<file path="src/rtl/lc3b_types.sv">
`default_nettype none
// +------------------------------------------------------------------------+
// | lc3b_types : shared LC-3b word/mask types and memory-arbiter states    |
// | Revision   : 1.0                                                       |
// +------------------------------------------------------------------------+
package lc3b_types;

  typedef logic [15:0] lc3b_word;
  typedef logic [1:0]  lc3b_mem_wmask;

  typedef enum logic [1:0] {
    IDLE    = 2'd0,
    SERVE_I = 2'd1,
    SERVE_D = 2'd2,
    RECOVER = 2'd3
  } arb_state_t;

  localparam lc3b_mem_wmask c_be_full = 2'b11;

endpackage
`default_nettype wire

</file>
<file path="src/rtl/arb_watchdog.sv">
`default_nettype none
// +------------------------------------------------------------------------+
// | arb_watchdog : saturating wait counter with sticky timeout flag        |
// | Revision     : 1.0                                                     |
// +------------------------------------------------------------------------+
module arb_watchdog #(
  parameter int TIMEOUT = 1023
) (
  input  logic clk,
  input  logic rst_n,
  input  logic clear_i,
  input  logic count_i,
  output logic expire_o,
  output logic timeout_err_o
);

  localparam int CNT_W = $clog2(TIMEOUT + 1);
  localparam logic [CNT_W-1:0] CNT_MAX = CNT_W'(TIMEOUT);

  logic [CNT_W-1:0] cnt_q, cnt_d;
  logic             err_q, err_d;

  assign expire_o      = count_i && (cnt_q == CNT_MAX);
  assign timeout_err_o = err_q;

  // Saturates at CNT_MAX so a stuck transaction keeps reporting expiry.
  always_comb begin
    cnt_d = cnt_q;
    err_d = err_q | expire_o;
    if (clear_i) begin
      cnt_d = '0;
    end else if (count_i && (cnt_q != CNT_MAX)) begin
      cnt_d = cnt_q + CNT_W'(1);
    end
  end

  always_ff @(posedge clk or negedge rst_n) begin
    if (!rst_n) begin
      cnt_q <= '0;
      err_q <= 1'b0;
    end else begin
      cnt_q <= cnt_d;
      err_q <= err_d;
    end
  end

endmodule
`default_nettype wire

</file>
<file path="src/rtl/mem_arbiter.sv">
`default_nettype none
// +------------------------------------------------------------------------+
// | mem_arbiter : shares one physical memory port between I-fetch and D    |
// |               LDR/STR; optional MEM_ARBITER_ROUND_ROBIN_EN fairness    |
// | Revision    : 1.0                                                      |
// +------------------------------------------------------------------------+
module mem_arbiter
  import lc3b_types::*;
#(
  parameter int ADDR_W  = 16,
  parameter int DATA_W  = 16,
  parameter int TIMEOUT = 1023
) (
  input  logic              clk,
  input  logic              rst_n,
  input  logic              i_read,
  input  logic [ADDR_W-1:0] i_addr,
  output logic [DATA_W-1:0] i_rdata,
  output logic              i_resp,
  input  logic              d_read,
  input  logic              d_write,
  input  logic [ADDR_W-1:0] d_addr,
  input  logic [DATA_W-1:0] d_wdata,
  input  lc3b_mem_wmask     d_byte_enable,
  output logic [DATA_W-1:0] d_rdata,
  output logic              d_resp,
  output logic              pmem_read,
  output logic              pmem_write,
  output logic [ADDR_W-1:0] pmem_addr,
  output logic [DATA_W-1:0] pmem_wdata,
  output lc3b_mem_wmask     pmem_byte_enable,
  input  logic [DATA_W-1:0] pmem_rdata,
  input  logic              pmem_resp,
  output logic              grant_d,
  output logic              timeout_err
);

  arb_state_t state_q, state_d;

  logic w_serving;
  logic w_wd_clear;
  logic w_wd_count;
  logic w_wd_expire;
  logic w_d_req;
  logic w_prefer_d;
  logic w_pick_d;

  assign w_serving  = (state_q == SERVE_I) || (state_q == SERVE_D);
  assign w_wd_clear = !w_serving;
  assign w_wd_count = w_serving && !pmem_resp;
  assign w_d_req    = d_read | d_write;
  assign w_pick_d   = w_d_req && (!i_read || w_prefer_d);
  assign grant_d    = (state_q == SERVE_D);

`ifdef MEM_ARBITER_ROUND_ROBIN_EN
  logic last_d_q, last_d_d;

  // On contention, the port that did not win last time gets the grant.
  assign w_prefer_d = !last_d_q;

  always_comb begin
    last_d_d = last_d_q;
    if (state_q == IDLE && state_d == SERVE_D) last_d_d = 1'b1;
    if (state_q == IDLE && state_d == SERVE_I) last_d_d = 1'b0;
  end

  always_ff @(posedge clk or negedge rst_n) begin
    if (!rst_n) last_d_q <= 1'b0;
    else        last_d_q <= last_d_d;
  end
`else
  assign w_prefer_d = 1'b1;
`endif

  arb_watchdog #(
    .TIMEOUT(TIMEOUT)
  ) u_watchdog (
    .clk          (clk),
    .rst_n        (rst_n),
    .clear_i      (w_wd_clear),
    .count_i      (w_wd_count),
    .expire_o     (w_wd_expire),
    .timeout_err_o(timeout_err)
  );

  always_comb begin
    state_d          = state_q;
    pmem_read        = 1'b0;
    pmem_write       = 1'b0;
    pmem_addr        = '0;
    pmem_wdata       = '0;
    pmem_byte_enable = c_be_full;
    i_resp           = 1'b0;
    i_rdata          = '0;
    d_resp           = 1'b0;
    d_rdata          = '0;
    case (state_q)
      IDLE: begin
        if (w_pick_d)    state_d = SERVE_D;
        else if (i_read) state_d = SERVE_I;
      end
      SERVE_I: begin
        pmem_read = !w_wd_expire;
        pmem_addr = i_addr;
        i_resp    = pmem_resp | w_wd_expire;
        i_rdata   = pmem_resp ? pmem_rdata : '0;
        if (pmem_resp)        state_d = IDLE;
        else if (w_wd_expire) state_d = RECOVER;
      end
      SERVE_D: begin
        pmem_read        = d_read & !w_wd_expire;
        pmem_write       = d_write & !w_wd_expire;
        pmem_addr        = d_addr;
        pmem_wdata       = d_wdata;
        pmem_byte_enable = d_byte_enable;
        d_resp           = pmem_resp | w_wd_expire;
        d_rdata          = pmem_resp ? pmem_rdata : '0;
        if (pmem_resp)        state_d = IDLE;
        else if (w_wd_expire) state_d = RECOVER;
      end
      RECOVER: state_d = IDLE;
      default: state_d = IDLE;
    endcase
  end

  always_ff @(posedge clk or negedge rst_n) begin
    if (!rst_n) state_q <= IDLE;
    else        state_q <= state_d;
  end

endmodule
`default_nettype wire

</file>
<file path="config.mk">
export PLATFORM = sky130hd
export DESIGN_NAME = mem_arbiter
export DESIGN_NICKNAME = d
export VERILOG_FILES = /design/src/rtl/lc3b_types.sv /design/src/rtl/arb_watchdog.sv /design/src/rtl/mem_arbiter.sv
export SDC_FILE = /design/constraint.sdc
export NUM_CORES = 1
export LEC_CHECK = 0
export ABC_AREA = 0
export BUFFER_PORTS_ARGS = -buffer_cell sky130_fd_sc_hd__buf_2
export CAP_MARGIN = 20
export CORE_MARGIN = 2
export CORE_UTILIZATION = 35
export DETAILED_ROUTE_END_ITERATION = 10
export PLACE_DENSITY = 0.81
export SYNTH_ARGS = -nofsm -noshare
export SYNTH_HDL_FRONTEND = slang
export SYNTH_SLANG_ARGS = --single-unit
export TNS_END_PERCENT = 1
</file>
<file path="constraint.sdc">
create_clock -name clk -period 1.9 [get_ports clk]
set_input_delay 0.38 -clock clk [delete_from_list [all_inputs] [get_ports clk]]
set_output_delay 0.38 -clock clk [all_outputs]
set_load 0.01 [all_outputs]
</file>
* Word-level counts from Yosys, hierarchy flattened
Index checks and enable logic that the tools add are counted.
** Storage, ports and cells
- Bits in registers :: 13
- Input bits :: 72
- Output and inout port bits :: 72
- Logic and storage cells :: 43
** Operators by class
- $add $sub $neg :: 1
- Eq/ne operators :: 8
- Muxes and demuxes :: 17
- Bitwise gates (word level) :: 5
- Reduce and logical (&&, ||, !) cells :: 9
** Operators with widths (number)
- two-way mux 16 bit :: 4
- one-hot mux 16 bit (2 select lines) :: 1
- two-way mux 10 bit :: 2
- adder 10 x 1 -> 10 bit (second input constant) :: 1
- equality test 10 bit (second input constant) :: 1
- two-way mux 2 bit :: 5
- != test 10 bit (second input constant) :: 1
- one-hot mux 2 bit (3 select lines) :: 1
- equality test 2 bit (second input constant) :: 2
- logical AND 1 bit :: 3
- two-way mux 1 bit :: 3
- != test 3 x 1 -> 1 bit (second input constant) :: 1
- != test 3 bit (second input constant) :: 1
- OR 1 bit :: 3
- AND 1 bit :: 2
- equality test 2 x 1 -> 1 bit (second input constant) :: 1
- logical NOT 1 bit :: 2
- logical NOT 2 bit :: 1
- != test 2 x 1 -> 1 bit (second input constant) :: 1
- one-hot mux 1 bit (2 select lines) :: 1
- AND reduction 2 bit :: 1
- OR reduction 2 bit :: 1
- logical OR 1 bit :: 1

* Longest topological paths before layout
- Depth in word-level cells :: 7
- Mapped depth :: 6
- Gate-level depth less buffers :: 6

* Hierarchy
A second synthesis with hierarchy kept.
** Unflattened totals
- Cells, all modules :: 192
- Area, all modules :: 1451.4 um^2
** By module, submodules not included
- mem_arbiter :: instances 1, cells each 117, area an instance 769.5 um^2
- arb_watchdog :: instances 1, cells each 75, area an instance 681.9 um^2

* Least setup slack after synthesis
OpenSTA, ideal clock, no wires.
- Path kind :: register to output
- Start point :: register state_q[0]
- End point :: output pmem_addr[0]
- Arrival :: 1452 ps
- Slack :: 68 ps
- Cell stages (with the launch flop) :: 7
- Cells stage by stage :: dfrtp_1 > inv_1 > ha_1 > clkbuf_1 > clkbuf_1 > a22oi_1 > nor2_1
** Between the ends
- Word-level cells in the longest chain between the ends :: 2
- Elaborated cells on any way between the ends :: 3
- Classes of those cells :: eq/ne: 2; mux: 1
** Ends and longest elaborated chain
- from (decl) :: RTL line mem_arbiter.sv:38 : arb_state_t state_q, state_d;
- from (signal assigned) :: RTL line mem_arbiter.sv:128 : else state_q <= state_d;
- equality test 2 bit
- named net grant_d :: RTL line mem_arbiter.sv:34 : output logic grant_d,
- one-hot mux 16 bit (2 select lines) :: RTL line mem_arbiter.sv:97 : case (state_q)
- to (decl) :: RTL line mem_arbiter.sv:29 : output logic [ADDR_W-1:0] pmem_addr,
The timed path passes the listed nets, and every way through them passes these cells.

* Worst setup path in the final report
- Start point :: register state_q[1]
- End point :: output i_resp
** Between the ends
- Word-level cells in the longest chain between the ends :: 6
- Elaborated cells on any way between the ends :: 7
- Classes of those cells :: eq/ne: 2; mux: 1; bitwise: 1; reduce/logical: 3
** Ends and longest elaborated chain
- equality test 2 x 1 -> 1 bit / equality test 2 bit (equally long branches) :: RTL line mem_arbiter.sv:48, mem_arbiter.sv:97
- logical OR 1 bit :: RTL line mem_arbiter.sv:48 : assign w_serving = (state_q == SERVE_I) || (state_q == SERVE_D);
- logical AND 1 bit :: RTL line mem_arbiter.sv:50 : assign w_wd_count = w_serving && !pmem_resp;
- logical AND 1 bit :: RTL line arb_watchdog.sv:23 : assign expire_o = count_i && (cnt_q == CNT_MAX);
- OR 1 bit :: RTL line mem_arbiter.sv:105 : i_resp = pmem_resp | w_wd_expire;
- two-way mux 1 bit * :: RTL line mem_arbiter.sv:97
- to (decl) :: RTL line mem_arbiter.sv:19 : output logic i_resp,
Mark *: on every way between the ends. The rest lies on a longest branch, timed or not.

==> out/metrics.yaml <==
status: "complete, no violations"
grt.total_usage_pct: 24.7
crit_required_ns: 1.52
async_reset_ff_share_pct: 100
pin_count: 144
crit_start: "state_q[1]"
cts-buffers-inserted: 3
grt_max_degree: 42
critPathSlowestCell: "dfrtp_1"
crit_arrival_ns: 1.50
finalCriticalPeriod_ns: 1.88
syn-num-nets: 255
synth_flop_cell: "dfrtp_1"
fin_tns_setup_ns: 0
htree_levels: 1
fin_area_sq_um: 2450
power_frac_comb_pct: 79.1
yosysUniqueCellTypes: 36
p_leak_nw: 1.49
synth.most_common_cell: "and3_1"
finalCritPeriodShare_pct: 98.8
gr-total-overflow: 0
end_kind: "output pin"
die_area_sq_um: 4330
drive_above_1_share_pct: 59.3
start_util_pct: 36.5
chipWidth_um: 65.8
ys_top_cells_by_area: "dfrtp_1 24%, and3_1 16%, a22oi_1 9.0%"
drtIter0Drc: 179
num_vias: 2000
place_hpwl_um: 4090
yosysSeqAreaShare_pct: 24.3
drc_errors: 0
p_total_mw: 2.94
critical_path_class: "flop to output pin"
synth_area_sq_um: 1340
cts_hold_buf: 0
grt_pass1_wl_um: 8250
synth_edf_count: 0
antenna_found_initial: 0
swShare_pct: 48.0
power_density_nw_per_um2: 1200
grt_pass1_vias: 1795
yosys_warnings: 0
hold_class: "primary input to async pin"
syn_inst: 179
dieHeight_um: 65.8
rsz0062_at_grt: "true"
start_kind: "flop"
cpPeakStageDelay_ns: 0.39
placed_area_sq_um: 2160
viasPerCell: 5.24
wirelength_um: 5480
ant_nets: 0
cts_tree: "built"
pwr-share-clk_pct: 8.7
cts_buffer_depth: 2
path_cells: "inv_2 -> ha_4 -> inv_4 -> buf_6 -> nor2_4 -> o21a_1 -> buf_2"
clk_pin_slew_ns: 0.06
slew_headroom_pct: 80.5
fin_worst_skew_ns: 0.00781
coreArea_sq_um: 3660
port_buffers: 143
whs_ns: 0.00286
maxCapViolations: 0
clk_latency_ns: 0.25
p_int_mw: 1.53
drt_pass1_iterations: 4
worstMarginPinSlew_ns: 0.292
ys_ff_latch: 13
globalplace.congestion: 0.939
critPathMaxFanout: 3
synth_top_area_cell: "dfrtp_1"
yosysTopAreaCellShare_pct: 24.3
cts_sinks: 13
cts-root-buf: "clkbuf_8"
fmaxAchievable_mhz: 533
yosys-top-cells-count: "34 x and3_1, 25 x nor2_1, 16 x a22oi_1, 16 x and2_1, 15 x clkbuf_1"
setup_violations: 0
syn_avg_cell_area_sq_um: 7.47
peakVddDrop_mv: 0.707
row_count: 22
syn_to_final_growth_pct: 83.0
slew_violations: 0
hold_viol_final: 0
insertedDiodeCount: 0
nets: 411
p_sw_mw: 1.41
seqPwrFrac_pct: 12.2
avgRoutedWirePerCell_um: 14.4
regToRegStartpoint: "u_watchdog.cnt_q[0]"
[metrics by stage]
step                cells  setup WS [ns]  util (%)
floorplan             179         0.0682         -
global placement      366          0.184      59.1
detailed placement    366          0.141      59.1
CTS                   380        -0.0186      63.6
global route          382        -0.0378      66.8
finish                382         0.0223      66.8
[kinds of logic after synthesis]
family                   share of synthesized area [%]
AND/OR/NAND/NOR                                   43.4
multiplexers                                     0.748
XOR/XNOR                                         0.655
AO/OA/AOI/OAI                                     21.8
buffers and inverters                             5.33
adder cells (fa/ha/maj)                           3.74
flip-flops                                        24.3
[metal layers]
layer  global-route usage [%]  part of all wire, %
met1                     31.8                   40
met2                     40.4                   48
met3                     5.79                   11
met4                     8.07                  1.0
met5                        0                    0
[flip-flops by register name, indices dropped and copies added (netlist names)]
register                  flops
u_watchdog.cnt_q             10
state_q                       2
u_watchdog.timeout_err_o      1
[cells in the final DEF, fill, tap and decap left out, types with 2 or more instances in the layout]
cell,instances
nand4_1,3
nand2b_1,3
buf_12,2
buf_6,5
clkbuf_8,3
a31oi_1,3
ha_4,4
and2_1,16
dfrtp_1,11
o211ai_1,2
inv_2,2
buf_2,144
nand2_1,6
o21ai_0,3
nand3_1,3
and3_1,34
buf_4,15
a21o_1,2
nor2_1,23
dfrtp_2,2
o21a_1,2
a22oi_2,9
a21oi_1,4
a22oi_1,7
[critical path: cells and delay by family (launching register included)]
kind,cells,cell delay (ns)
adders and majority gates,1,0.22
AOI/OAI and AO/OA,1,0.16
DFF,1,0.39
buffers and inverters,4,0.42
and+or+nand+nor,1,0.04
[worst paths after layout]
| check | end | slack [ns] | cells after the start |
|---|---|---|---|
| min | u_watchdog.cnt_q[2] | 0.003 | 1 |
| max in group asynchronous | u_watchdog.cnt_q[5] | 1.64 | 1 |
| max reg2reg | u_watchdog.cnt_q[5] | 0.31 | 6 |
| min reg2reg | u_watchdog.timeout_err_o | 0.46 | 1 |
| min in group clk | u_watchdog.timeout_err_o | 0.46 | 1 |
| max | i_resp | 0.02 | 7 |
[timing repair]
action,CTS,global route
cloned,1,0
endpoints found under the setup margin,43,52
gates resized for setup,12,23
setup buffers,9,2
pin swaps,4,5
[power by group through the flow]
stage | combinational [mW] | sequential, mW | clock (mW)
2_1_floorplan | 1.09 | 0.353 | 0
4_1_cts | 2.09 | 0.350 | 0.255
3_3_place_gp | 1.88 | 0.354 | 0
6_report | 2.32 | 0.359 | 0.255
5_1_grt | 2.52 | 0.363 | 0.272
3_5_place_dp | 1.89 | 0.358 | 0
[final cells by class]
type	instances	area (sq um)
clock buffers	4	45.0
well taps	48	60.1
flip-flops and latches	13	328
repair buffers	166	930
inverters	4	17.5
multi-input cells	147	1070
fillers	280	1210
Power figures use the tool's default switching activity.
